File: config.mk
export PLATFORM = sky130hd
export DESIGN_NAME = lsu_flat
export DESIGN_NICKNAME = d
export VERILOG_FILES = /design/src/rtl/lsu_if.sv /design/src/rtl/lsu.sv /design/src/flat_wrapper.sv
export SDC_FILE = /design/constraint.sdc
export NUM_CORES = 1
export LEC_CHECK = 0
export BUFFER_PORTS_ARGS = -buffer_cell sky130_fd_sc_hd__buf_2
export CORE_MARGIN = 5
export CORE_UTILIZATION = 51
export CTS_CLUSTER_SIZE = 16
export DETAILED_ROUTE_END_ITERATION = 8
export PLACE_DENSITY_LB_ADDON = 0.25
export SYNTH_ARGS = -nofsm -noshare
export SYNTH_HDL_FRONTEND = slang
export SYNTH_SLANG_ARGS = --single-unit
File: constraint.sdc
create_clock -name clk -period 2 [get_ports clk]
set_input_delay 0.1 -clock clk [delete_from_list [all_inputs] [get_ports clk]]
set_output_delay 0.1 -clock clk [all_outputs]
set_load 0.02 [all_outputs]
File: src/rtl/lsu_if.sv
// Split read/write memory bus between the LSU (master) and memory (slave).
// Address channels AR/AW, data channels R/W and write response B, all valid/ready.
interface lsu_if #(
  parameter int ADDR_W = 32,
  parameter int DATA_W = 64
);
  logic              bus_ar_valid;
  logic              bus_ar_ready;
  logic [ADDR_W-1:0] bus_ar_addr;
  logic              bus_r_valid;
  logic              bus_r_ready;
  logic [DATA_W-1:0] bus_r_data;
  logic [1:0]        bus_r_resp;
  logic              bus_aw_valid;
  logic              bus_aw_ready;
  logic [ADDR_W-1:0] bus_aw_addr;
  logic              bus_w_valid;
  logic              bus_w_ready;
  logic [DATA_W-1:0] bus_w_data;
  logic [7:0]        bus_w_strb;
  logic              bus_b_valid;
  logic              bus_b_ready;
  logic [1:0]        bus_b_resp;

  modport master (
    output bus_ar_valid, bus_ar_addr, bus_r_ready,
           bus_aw_valid, bus_aw_addr, bus_w_valid, bus_w_data, bus_w_strb, bus_b_ready,
    input  bus_ar_ready, bus_r_valid, bus_r_data, bus_r_resp,
           bus_aw_ready, bus_w_ready, bus_b_valid, bus_b_resp
  );
  modport slave (
    input  bus_ar_valid, bus_ar_addr, bus_r_ready,
           bus_aw_valid, bus_aw_addr, bus_w_valid, bus_w_data, bus_w_strb, bus_b_ready,
    output bus_ar_ready, bus_r_valid, bus_r_data, bus_r_resp,
           bus_aw_ready, bus_w_ready, bus_b_valid, bus_b_resp
  );
endinterface

File: src/rtl/lsu.sv
// MEM-stage load/store unit: one request at a time on a split read/write bus.
// Optional LSU_MISALIGN_TRAP_EN: misaligned accesses complete with lsu_err and no bus traffic.
module lsu #(
  parameter int ADDR_W = 32,
  parameter int DATA_W = 64
) (
  input  logic              clk,
  input  logic              rst,
  input  logic              in_valid,
  input  logic              in_load,
  input  logic              in_store,
  input  logic [2:0]        in_funct3,
  input  logic [ADDR_W-1:0] in_addr,
  input  logic [DATA_W-1:0] in_w_data,
  output logic              idle,
  output logic              lsu_r_ready,
  output logic              lsu_w_valid,
  output logic              lsu_r_valid,
  output logic              lsu_w_ready,
  output logic [DATA_W-1:0] lsu_r_data,
  output logic              lsu_err,
  lsu_if.master             bus
);
  typedef enum logic [2:0] {S_IDLE, S_AR, S_R, S_AWW, S_B, S_DONE} state_e;

  state_e            state_q, state_d;
  logic [ADDR_W-1:0] addr_q, addr_d;
  logic [2:0]        funct3_q, funct3_d;
  logic [DATA_W-1:0] w_data_q, w_data_d, r_data_q, r_data_d;
  logic [7:0]        w_strb_q, w_strb_d;
  logic ar_valid_q, ar_valid_d, r_ready_q, r_ready_d;
  logic aw_valid_q, aw_valid_d, w_valid_q, w_valid_d, b_ready_q, b_ready_d;
  logic idle_q, idle_d, rd_out_q, rd_out_d, wr_out_q, wr_out_d;
  logic r_pulse_q, r_pulse_d, w_pulse_q, w_pulse_d, err_q, err_d;

  logic              trap;
  logic [7:0]        strb_base;
  logic [DATA_W-1:0] r_shift, r_ext;

`ifdef LSU_MISALIGN_TRAP_EN
  always_comb begin
    case (in_funct3[1:0])
      2'd0:    trap = 1'b0;
      2'd1:    trap = in_addr[0];
      2'd2:    trap = |in_addr[1:0];
      default: trap = |in_addr[2:0];
    endcase
  end
`else
  assign trap = 1'b0;
`endif

  always_comb begin
    case (in_funct3[1:0])
      2'd0:    strb_base = 8'h01;
      2'd1:    strb_base = 8'h03;
      2'd2:    strb_base = 8'h0F;
      default: strb_base = 8'hFF;
    endcase
  end

  // Lane-crossing loads simply lose the bytes shifted out of the 64-bit word.
  assign r_shift = bus.bus_r_data >> {addr_q[2:0], 3'b000};
  always_comb begin
    case (funct3_q)
      3'b000:  r_ext = {{56{r_shift[7]}},  r_shift[7:0]};
      3'b001:  r_ext = {{48{r_shift[15]}}, r_shift[15:0]};
      3'b010:  r_ext = {{32{r_shift[31]}}, r_shift[31:0]};
      3'b100:  r_ext = {56'd0, r_shift[7:0]};
      3'b101:  r_ext = {48'd0, r_shift[15:0]};
      3'b110:  r_ext = {32'd0, r_shift[31:0]};
      default: r_ext = r_shift;
    endcase
  end

  always_comb begin
    state_d    = state_q;
    addr_d     = addr_q;
    funct3_d   = funct3_q;
    w_data_d   = w_data_q;
    w_strb_d   = w_strb_q;
    r_data_d   = r_data_q;
    ar_valid_d = ar_valid_q;
    r_ready_d  = r_ready_q;
    aw_valid_d = aw_valid_q;
    w_valid_d  = w_valid_q;
    b_ready_d  = b_ready_q;
    idle_d     = idle_q;
    rd_out_d   = rd_out_q;
    wr_out_d   = wr_out_q;
    err_d      = err_q;
    r_pulse_d  = 1'b0;
    w_pulse_d  = 1'b0;
    case (state_q)
      S_IDLE: begin
        if (in_valid && (in_load || in_store)) begin
          addr_d   = in_addr;
          funct3_d = in_funct3;
          w_data_d = in_w_data << {in_addr[2:0], 3'b000};
          w_strb_d = strb_base << in_addr[2:0];
          idle_d   = 1'b0;
          rd_out_d = in_load;
          wr_out_d = !in_load;
          if (trap) begin
            state_d   = S_DONE;
            err_d     = 1'b1;
            r_pulse_d = in_load;
            w_pulse_d = !in_load;
            if (in_load) r_data_d = '0;
          end else if (in_load) begin
            state_d    = S_AR;
            ar_valid_d = 1'b1;
          end else begin
            state_d    = S_AWW;
            aw_valid_d = 1'b1;
            w_valid_d  = 1'b1;
          end
        end
      end
      S_AR: if (bus.bus_ar_ready) begin
        ar_valid_d = 1'b0;
        r_ready_d  = 1'b1;
        state_d    = S_R;
      end
      S_R: if (bus.bus_r_valid) begin
        r_ready_d = 1'b0;
        r_data_d  = r_ext;
        err_d     = bus.bus_r_resp != 2'd0;
        r_pulse_d = 1'b1;
        state_d   = S_DONE;
      end
      S_AWW: begin
        // AW and W retire independently; leave once neither is still pending.
        aw_valid_d = aw_valid_q && !bus.bus_aw_ready;
        w_valid_d  = w_valid_q && !bus.bus_w_ready;
        if (!aw_valid_d && !w_valid_d) begin
          b_ready_d = 1'b1;
          state_d   = S_B;
        end
      end
      S_B: if (bus.bus_b_valid) begin
        b_ready_d = 1'b0;
        err_d     = bus.bus_b_resp != 2'd0;
        w_pulse_d = 1'b1;
        state_d   = S_DONE;
      end
      S_DONE: begin
        idle_d   = 1'b1;
        rd_out_d = 1'b0;
        wr_out_d = 1'b0;
        err_d    = 1'b0;
        state_d  = S_IDLE;
      end
      default: state_d = S_IDLE;
    endcase
  end

  always_ff @(posedge clk) begin
    if (!rst) begin
      state_q    <= S_IDLE;
      addr_q     <= '0;
      funct3_q   <= '0;
      w_data_q   <= '0;
      w_strb_q   <= '0;
      r_data_q   <= '0;
      ar_valid_q <= 1'b0;
      r_ready_q  <= 1'b0;
      aw_valid_q <= 1'b0;
      w_valid_q  <= 1'b0;
      b_ready_q  <= 1'b0;
      idle_q     <= 1'b1;
      rd_out_q   <= 1'b0;
      wr_out_q   <= 1'b0;
      r_pulse_q  <= 1'b0;
      w_pulse_q  <= 1'b0;
      err_q      <= 1'b0;
    end else begin
      state_q    <= state_d;
      addr_q     <= addr_d;
      funct3_q   <= funct3_d;
      w_data_q   <= w_data_d;
      w_strb_q   <= w_strb_d;
      r_data_q   <= r_data_d;
      ar_valid_q <= ar_valid_d;
      r_ready_q  <= r_ready_d;
      aw_valid_q <= aw_valid_d;
      w_valid_q  <= w_valid_d;
      b_ready_q  <= b_ready_d;
      idle_q     <= idle_d;
      rd_out_q   <= rd_out_d;
      wr_out_q   <= wr_out_d;
      r_pulse_q  <= r_pulse_d;
      w_pulse_q  <= w_pulse_d;
      err_q      <= err_d;
    end
  end

  assign idle             = idle_q;
  assign lsu_r_ready      = rd_out_q;
  assign lsu_w_valid      = wr_out_q;
  assign lsu_r_valid      = r_pulse_q;
  assign lsu_w_ready      = w_pulse_q;
  assign lsu_r_data       = r_data_q;
  assign lsu_err          = err_q;
  assign bus.bus_ar_valid = ar_valid_q;
  assign bus.bus_ar_addr  = {addr_q[ADDR_W-1:3], 3'b000};
  assign bus.bus_r_ready  = r_ready_q;
  assign bus.bus_aw_valid = aw_valid_q;
  assign bus.bus_aw_addr  = {addr_q[ADDR_W-1:3], 3'b000};
  assign bus.bus_w_valid  = w_valid_q;
  assign bus.bus_w_data   = w_data_q;
  assign bus.bus_w_strb   = w_strb_q;
  assign bus.bus_b_ready  = b_ready_q;
endmodule

File: src/flat_wrapper.sv
// flat-port wrapper written by rule: the top's interface ports become plain ports
module lsu_flat 
#(
  parameter int ADDR_W = 32,
  parameter int DATA_W = 64
)
  (clk, rst, in_valid, in_load, in_store, in_funct3, in_addr, in_w_data, idle, lsu_r_ready, lsu_w_valid, lsu_r_valid, lsu_w_ready, lsu_r_data, lsu_err, bus_bus_ar_valid, bus_bus_ar_addr, bus_bus_r_ready, bus_bus_aw_valid, bus_bus_aw_addr, bus_bus_w_valid, bus_bus_w_data, bus_bus_w_strb, bus_bus_b_ready, bus_bus_ar_ready, bus_bus_r_valid, bus_bus_r_data, bus_bus_r_resp, bus_bus_aw_ready, bus_bus_w_ready, bus_bus_b_valid, bus_bus_b_resp);
  lsu_if #(.ADDR_W(ADDR_W), .DATA_W(DATA_W)) bus_i ();
  input  logic clk;
  input  logic rst;
  input  logic in_valid;
  input  logic in_load;
  input  logic in_store;
  input  logic [2:0] in_funct3;
  input  logic [ADDR_W-1:0] in_addr;
  input  logic [DATA_W-1:0] in_w_data;
  output logic idle;
  output logic lsu_r_ready;
  output logic lsu_w_valid;
  output logic lsu_r_valid;
  output logic lsu_w_ready;
  output logic [DATA_W-1:0] lsu_r_data;
  output logic lsu_err;
  output wire logic [$bits(bus_i.bus_ar_valid)-1:0] bus_bus_ar_valid;
  output wire logic [$bits(bus_i.bus_ar_addr)-1:0] bus_bus_ar_addr;
  output wire logic [$bits(bus_i.bus_r_ready)-1:0] bus_bus_r_ready;
  output wire logic [$bits(bus_i.bus_aw_valid)-1:0] bus_bus_aw_valid;
  output wire logic [$bits(bus_i.bus_aw_addr)-1:0] bus_bus_aw_addr;
  output wire logic [$bits(bus_i.bus_w_valid)-1:0] bus_bus_w_valid;
  output wire logic [$bits(bus_i.bus_w_data)-1:0] bus_bus_w_data;
  output wire logic [$bits(bus_i.bus_w_strb)-1:0] bus_bus_w_strb;
  output wire logic [$bits(bus_i.bus_b_ready)-1:0] bus_bus_b_ready;
  input wire logic [$bits(bus_i.bus_ar_ready)-1:0] bus_bus_ar_ready;
  input wire logic [$bits(bus_i.bus_r_valid)-1:0] bus_bus_r_valid;
  input wire logic [$bits(bus_i.bus_r_data)-1:0] bus_bus_r_data;
  input wire logic [$bits(bus_i.bus_r_resp)-1:0] bus_bus_r_resp;
  input wire logic [$bits(bus_i.bus_aw_ready)-1:0] bus_bus_aw_ready;
  input wire logic [$bits(bus_i.bus_w_ready)-1:0] bus_bus_w_ready;
  input wire logic [$bits(bus_i.bus_b_valid)-1:0] bus_bus_b_valid;
  input wire logic [$bits(bus_i.bus_b_resp)-1:0] bus_bus_b_resp;
  assign bus_bus_ar_valid = bus_i.bus_ar_valid;
  assign bus_bus_ar_addr = bus_i.bus_ar_addr;
  assign bus_bus_r_ready = bus_i.bus_r_ready;
  assign bus_bus_aw_valid = bus_i.bus_aw_valid;
  assign bus_bus_aw_addr = bus_i.bus_aw_addr;
  assign bus_bus_w_valid = bus_i.bus_w_valid;
  assign bus_bus_w_data = bus_i.bus_w_data;
  assign bus_bus_w_strb = bus_i.bus_w_strb;
  assign bus_bus_b_ready = bus_i.bus_b_ready;
  assign bus_i.bus_ar_ready = bus_bus_ar_ready;
  assign bus_i.bus_r_valid = bus_bus_r_valid;
  assign bus_i.bus_r_data = bus_bus_r_data;
  assign bus_i.bus_r_resp = bus_bus_r_resp;
  assign bus_i.bus_aw_ready = bus_bus_aw_ready;
  assign bus_i.bus_w_ready = bus_bus_w_ready;
  assign bus_i.bus_b_valid = bus_bus_b_valid;
  assign bus_i.bus_b_resp = bus_bus_b_resp;
  lsu #(.ADDR_W(ADDR_W), .DATA_W(DATA_W)) u_core (.clk(clk), .rst(rst), .in_valid(in_valid), .in_load(in_load), .in_store(in_store), .in_funct3(in_funct3), .in_addr(in_addr), .in_w_data(in_w_data), .idle(idle), .lsu_r_ready(lsu_r_ready), .lsu_w_valid(lsu_w_valid), .lsu_r_valid(lsu_r_valid), .lsu_w_ready(lsu_w_ready), .lsu_r_data(lsu_r_data), .lsu_err(lsu_err), .bus(bus_i));
endmodule
==> run summary, run 1 <==
Antenna-violating nets left: 0
Dominant synthesized flop cell: dfxtp_1
Post-route insts no fill: 1817
Remaining DRCs: 0
Post-synth ARST share: 0%
Seq cells post-synth: 185
Hold Violations, Final: 0
PnR worst setup slack: 70.4 ps
CORE AREA: 0.0210 sq mm
Synth top area cells: dfxtp_1 (34%), mux4_2 (9.7%), mux2i_1 (7.2%), nand2_1 (5.7%), buf_4 (5.0%)
CTS Buf Count: 17
Avg Cell Area, Syn: 9.18 sq um
H-tree depth: 4
Vias/cell: 5.77
Worst-path clk slew: 80 ps
Die area: 0.0243 sq mm
Layout area overhead: 28.0%
Share of the yosys chip area belonging to registers: 34.1%
Combinational power share: 43.2%
CP Launch Type: flip-flop
Grt ovf: 0
Nets: 1706
Vias in the first global route: 10300
Sequential share of power: 33.4%
Clock latency on the worst-skew pair: 440 ps
Clock Skew: 12.2 ps
TritonCTS clock tree: built
Initial Util: 51.7%
Final setup fails: 0
EDFF count, synth: 0
IO buf count: 381
Clock sinks: 185
Synth unique cells: 58
IO Pins: 388
GPL Wtd Cong: 0.978
Largest net degree at the start of global routing: 74
Fillers: 1804
Initial antenna violation count: 1
DRT iter0 DRCs: 837
CP Capture Type: flip-flop
Vias: 10500
Final HPWL DP: 28800 um
# diodes: 0
Postcts setup bufs: 0
First-pass DRT Iterations: 5
Pwr dens: 1050 mW/mm^2
Mapped Cells: 1184
Clock buffer depth: 2
Worst EP arrival: 2260 ps
Setup Total Neg Slack: 0 ps
Leading cell types in the layout, fill and taps excluded: buf_2 (379), dfxtp_1 (182), nand2_1 (164)
Max_cap viols: 0
First-pass GRT wire length: 58200 um
Result of the run: finished clean
Global-route usage over all layers: 30.3%
Worst Path Max Fanout: 16
Clock share of power: 23.4%
Number of core rows: 53
Syn Std Cell Area: 0.0109 sq mm
Shortest period the worst path allows: 1930 ps
Final Max Slew Viols: 0
Dpl cells: 1743
WP data required: 2330 ps
Synth area leader: dfxtp_1
Unrepaired setup endpoints after global routing: no
Period utilization: 96.5%
Synth warn: 0
Leak pwr: 0.00631 uW
Slew HR: 55.5%
Commonest non-fill, non-tap cell in the layout: buf_2
Max Fclk: 518 MHz
Post-Place Setup Slack: 58.3 ps
Worst IR Drop VDD: 0.677 mV
Crit path kind: flip-flop to flip-flop
Sw frac: 40.8%
Share of cells above drive strength 1: 40.2%
Worst-Margin Slew: 663 ps
Internal Pwr Total: 8650 uW
Worst Hold Class: input pin to flip-flop
Routed wire per std cell: 21.2 um
Die W: 156 um
Sw power: 5970 uW
Chip height: 156 um
CTS root buf: clkbuf_16
Routed WL: 38500 um
Synth top area share: 34.1%
-- sequential cells by signal (all words and copies together), names as in the netlist, 3 cells and up --
name                   count
u_core.bus.bus_w_data     64
u_core.lsu_r_data         64
u_core.addr_q             32
u_core.bus.bus_w_strb      8
u_core.funct3_q            3
u_core.state_q             3
-- per-stage QoR --
step | hold WS (ps) | total power (uW) | utilization (%) | instance area, sq um
6_report | 12.2 | 14600 | 66.2 | 13900
5_1_grt | 22.1 | 15400 | 66.2 | 13900
2_1_floorplan | 234 | 9110 | - | 10900
3_5_place_dp | 358 | 11100 | 61.3 | 12900
4_1_cts | 0.413 | 14600 | 66.1 | 13900
3_3_place_gp | 348 | 11100 | 61.3 | 12900
-- area by class of cell --
cell class                 count  area, sq um  share of cell area, %
sequential                   185         3710                   26.7
multi-input combinational    820         6170                   44.4
clock buffer                  18          429                   3.09
clock inverter                14          155                   1.12
timing repair buffer         498         3070                   22.1
inverter                       7         26.3                  0.189
tap                          275          344                   2.47
-- worst paths after layout --
path                            startpoint                                end  slack, ps  cells after the start
min reg2reg       u_core.idle$_SDFFE_PN1P_           u_core.idle$_SDFFE_PN1P_        460                      2
max reg2reg  u_core.addr_q[0]$_SDFFE_PN0P_  u_core.lsu_r_data[0]$_SDFFE_PN0P_         70                      6
min                           in_funct3[0]    u_core.funct3_q[0]$_SDFFE_PN0P_         10                      3
max          u_core.addr_q[0]$_SDFFE_PN0P_  u_core.lsu_r_data[0]$_SDFFE_PN0P_         70                      6
-- kinds of logic (layout without fill, tap and decap cells) --
logic type / after synthesis / after routing / synth area share (%)
simple gates: 343 / 343 / 15.2
compound gates: 334 / 334 / 22.9
flops: 185 / 185 / 34.1
buf+inv: 184 / 537 / 9.51
mux: 137 / 137 / 18.2
other cells: 1 / 6 / 0.0345
-- metal layers --
layer / global-route usage [%] / wire (um)
met2: 48.8 / 17900
met1: 39.0 / 15500
met4: 10.5 / 1190
met3: 8.52 / 3920
met5: 1.98 / 75
-- power groups by stage --
stage / combinational (uW) / sequential [uW] / clock [uW]
2_1_floorplan: 3600 / 5510 / 0
3_3_place_gp: 6130 / 4930 / 0
3_5_place_dp: 6190 / 4940 / 0
4_1_cts: 6270 / 4870 / 3470
5_1_grt: 6790 / 4960 / 3620
6_report: 6320 / 4890 / 3420
-- Yosys cell counts (35+ instances only) --
library cell  instances
o21ai_0              66
a22oi_1              40
a21oi_1              35
a21oi_2              40
nor2_1               44
a21boi_0             37
mux2i_1              78
nor2b_1              58
dfxtp_1             185
clkbuf_1             61
nand2_1             165
mux4_2               47
buf_4                72
-- critical path, cell delays in order (launching register included) --
cell,delay [ps]
dfxtp_4,500
buf_12,180
mux2i_1,450
mux2i_1,220
mux2i_1,250
nand2_1,90
o211a_1,140
-- what timing repair did --
action,in CTS,in global routing
endpoints found under the hold margin,43,0
hold buffers,42,0
resized for setup,0,4
endpoints found under the setup margin,0,13
(Power assumes the default switching activity.)
==> run 2, diff against run 1 <==
--- a/config.mk
+++ b/config.mk
@@ -7,10 +7,12 @@
 export LEC_CHECK = 0
 export BUFFER_PORTS_ARGS = -buffer_cell sky130_fd_sc_hd__buf_2
 export CORE_MARGIN = 5
-export CORE_UTILIZATION = 51
+export CORE_UTILIZATION = 30
 export CTS_CLUSTER_SIZE = 16
 export DETAILED_ROUTE_END_ITERATION = 8
+export MAX_ROUTING_LAYER = met4
 export PLACE_DENSITY_LB_ADDON = 0.25
+export SLEW_MARGIN = 30
 export SYNTH_ARGS = -nofsm -noshare
 export SYNTH_HDL_FRONTEND = slang
 export SYNTH_SLANG_ARGS = --single-unit
==> run 2 against run 1 <==
Die area grew 65%. Global-route usage is 9.6 points lower. Sequential share of layout area down 0.56 points. Fmax up 1.2%. Clock skew is 0.96 ps higher. Cell count up 11%. Highest routed layer is now met4. Via count shrank 0.75%. Register-to-register slack improved by 20 ps. Setup slack gained 22 ps. Power up 0.42%. Worst hold slack better by 33 ps.
==> run summary, run 2 (same netlist as run 1, synthesis figures left out) <==
Result of the run: finished clean
Routed WL: 41600 um
H-tree depth: 4
IO Pins: 388
Post-route insts no fill: 2014
First-pass GRT wire length: 63900 um
Worst Path Max Fanout: 10
Fillers: 3634
Slew HR: 34.4%
Vias: 10400
Combinational power share: 43.5%
Setup Total Neg Slack: 0 ps
Vias in the first global route: 10500
Largest net degree at the start of global routing: 85
Sw power: 5980 uW
Initial Util: 30.5%
Final setup fails: 0
Worst-path clk slew: 80 ps
Clock sinks: 185
Leak pwr: 0.00633 uW
PnR worst setup slack: 92.7 ps
Grt ovf: 0
TritonCTS clock tree: built
Worst path cell trace: buf_4 -> nor2b_1 -> o2bb2ai_1 -> mux2i_1 -> nor2_1 -> o221a_2
IO buf count: 381
Worst Hold Class: input pin to flip-flop
Cell family with most CP delay: simple AND/OR/NAND/NOR gates
Antenna-violating nets left: 0
Internal Pwr Total: 8710 uW
Chip height: 200 um
Initial antenna violation count: 2
R2r startpoint: u_core.addr_q[1]$_SDFFE_PN0P_
Crit-path max cell delay: 580 ps
Die W: 200 um
Clock buffer depth: 2
Period utilization: 95.4%
CP Capture Type: flip-flop
Nets: 1715
R2R Setup Slk: 90 ps
Dpl cells: 1932
Clock Skew: 13.2 ps
Routed wire per std cell: 20.7 um
Remaining DRCs: 0
Worst min-delay path startpoint: in_w_data[4]
DRT iter0 DRCs: 752
Worst EP arrival: 2300 ps
Worst Hold Margin: 45.0 ps
CTS Buf Count: 17
Max_cap viols: 0
Worst-Margin Slew: 982 ps
First-pass DRT Iterations: 6
Clock share of power: 23.1%
Sequential share of power: 33.3%
Worst Setup SP: u_core.addr_q[1]$_SDFFE_PN0P_
Max Fclk: 524 MHz
Final Max Slew Viols: 0
WP data required: 2390 ps
CORE AREA: 0.0357 sq mm
Worst IR Drop VDD: 0.584 mV
Crit path kind: flip-flop to flip-flop
Hold Violations, Final: 0
Clock latency on the worst-skew pair: 450 ps
Crit path buffers/inverters: 1
Layout area overhead: 30.9%
Pwr dens: 1030 mW/mm^2
Share of cells above drive strength 1: 40.3%
CP Launch Type: flip-flop
Crit-path slowest cell: nor2b_1
Number of core rows: 69
GPL Wtd Cong: 0.967
Sw frac: 40.7%
Die area: 0.0401 sq mm
Commonest non-fill, non-tap cell in the layout: buf_2
CTS root buf: clkbuf_16
Unrepaired setup endpoints after global routing: no
Shortest period the worst path allows: 1910 ps
Post-Place Setup Slack: 15.5 ps
Final HPWL DP: 31400 um
Vias/cell: 5.16
Global-route usage over all layers: 20.7%
Leading cell types in the layout, fill and taps excluded: buf_2 (379), dfxtp_1 (182), nand2_1 (164)
## run 2: power by group through the flow
stage               combinational [uW]  sequential [uW]  clock (uW)
global route                      6910             4990        3670
global placement                  6290             4970           0
floorplan                         3600             5510           0
CTS                               6410             4910        3520
detailed placement                6310             4980           0
finish                            6390             4900        3400
## run 2: stage by stage
step	utilization, %	instance area (sq um)	total power (uW)
global placement	36.9	13100	11300
global route	39.9	14200	15600
floorplan	-	10900	9110
detailed placement	36.9	13100	11300
CTS	39.8	14200	14800
finish	39.9	14200	14700
## run 2: worst reg2reg max path, stage by stage (launching register included)
cell and delay (ps):
dfxtp_4 410, buf_4 190, nor2b_1 580, o2bb2ai_1 210, mux2i_1 130, nor2_1 140, o221a_2 190
## run 2: cell type report
type	count	area, sq um	area share (%)
tap	461	577	4.06
sequential	185	3710	26.1
clock buffer	20	457	3.21
timing repair buffer	507	3150	22.2
inverter	7	26.3	0.185
antenna	2	5.00	0.0352
clock inverter	12	114	0.801
multi-input combinational	820	6170	43.4
## run 2: path summary, 6_finish.rpt
path                                                         endpoint  depth (start not counted)
worst min register to register               u_core.idle$_SDFFE_PN1P_                          2
worst min-delay path            u_core.bus.bus_w_data[4]$_SDFFE_PN0P_                          3
worst max register to register      u_core.lsu_r_data[9]$_SDFFE_PN0P_                          6
worst max-delay path                u_core.lsu_r_data[9]$_SDFFE_PN0P_                          6
## run 2: routing by layer
metal	share of wire (%)	global-route usage, %	vias up
met3	7.0	5.74	48
met4	2.6	5.92	0
met5	0	-	-
li1	-	-	4944
met2	47	32.9	395
met1	43	25.8	5013
## run 2: timing repair
| item | in CTS | in global routing |
|---|---|---|
| hold endpoints to repair | 48 | 0 |
| pin swaps | 0 | 0 |
| setup endpoints to repair | 1 | 51 |
| resized for setup | 1 | 5 |
| hold buffers | 48 | 0 |
| setup buffers | 0 | 0 |
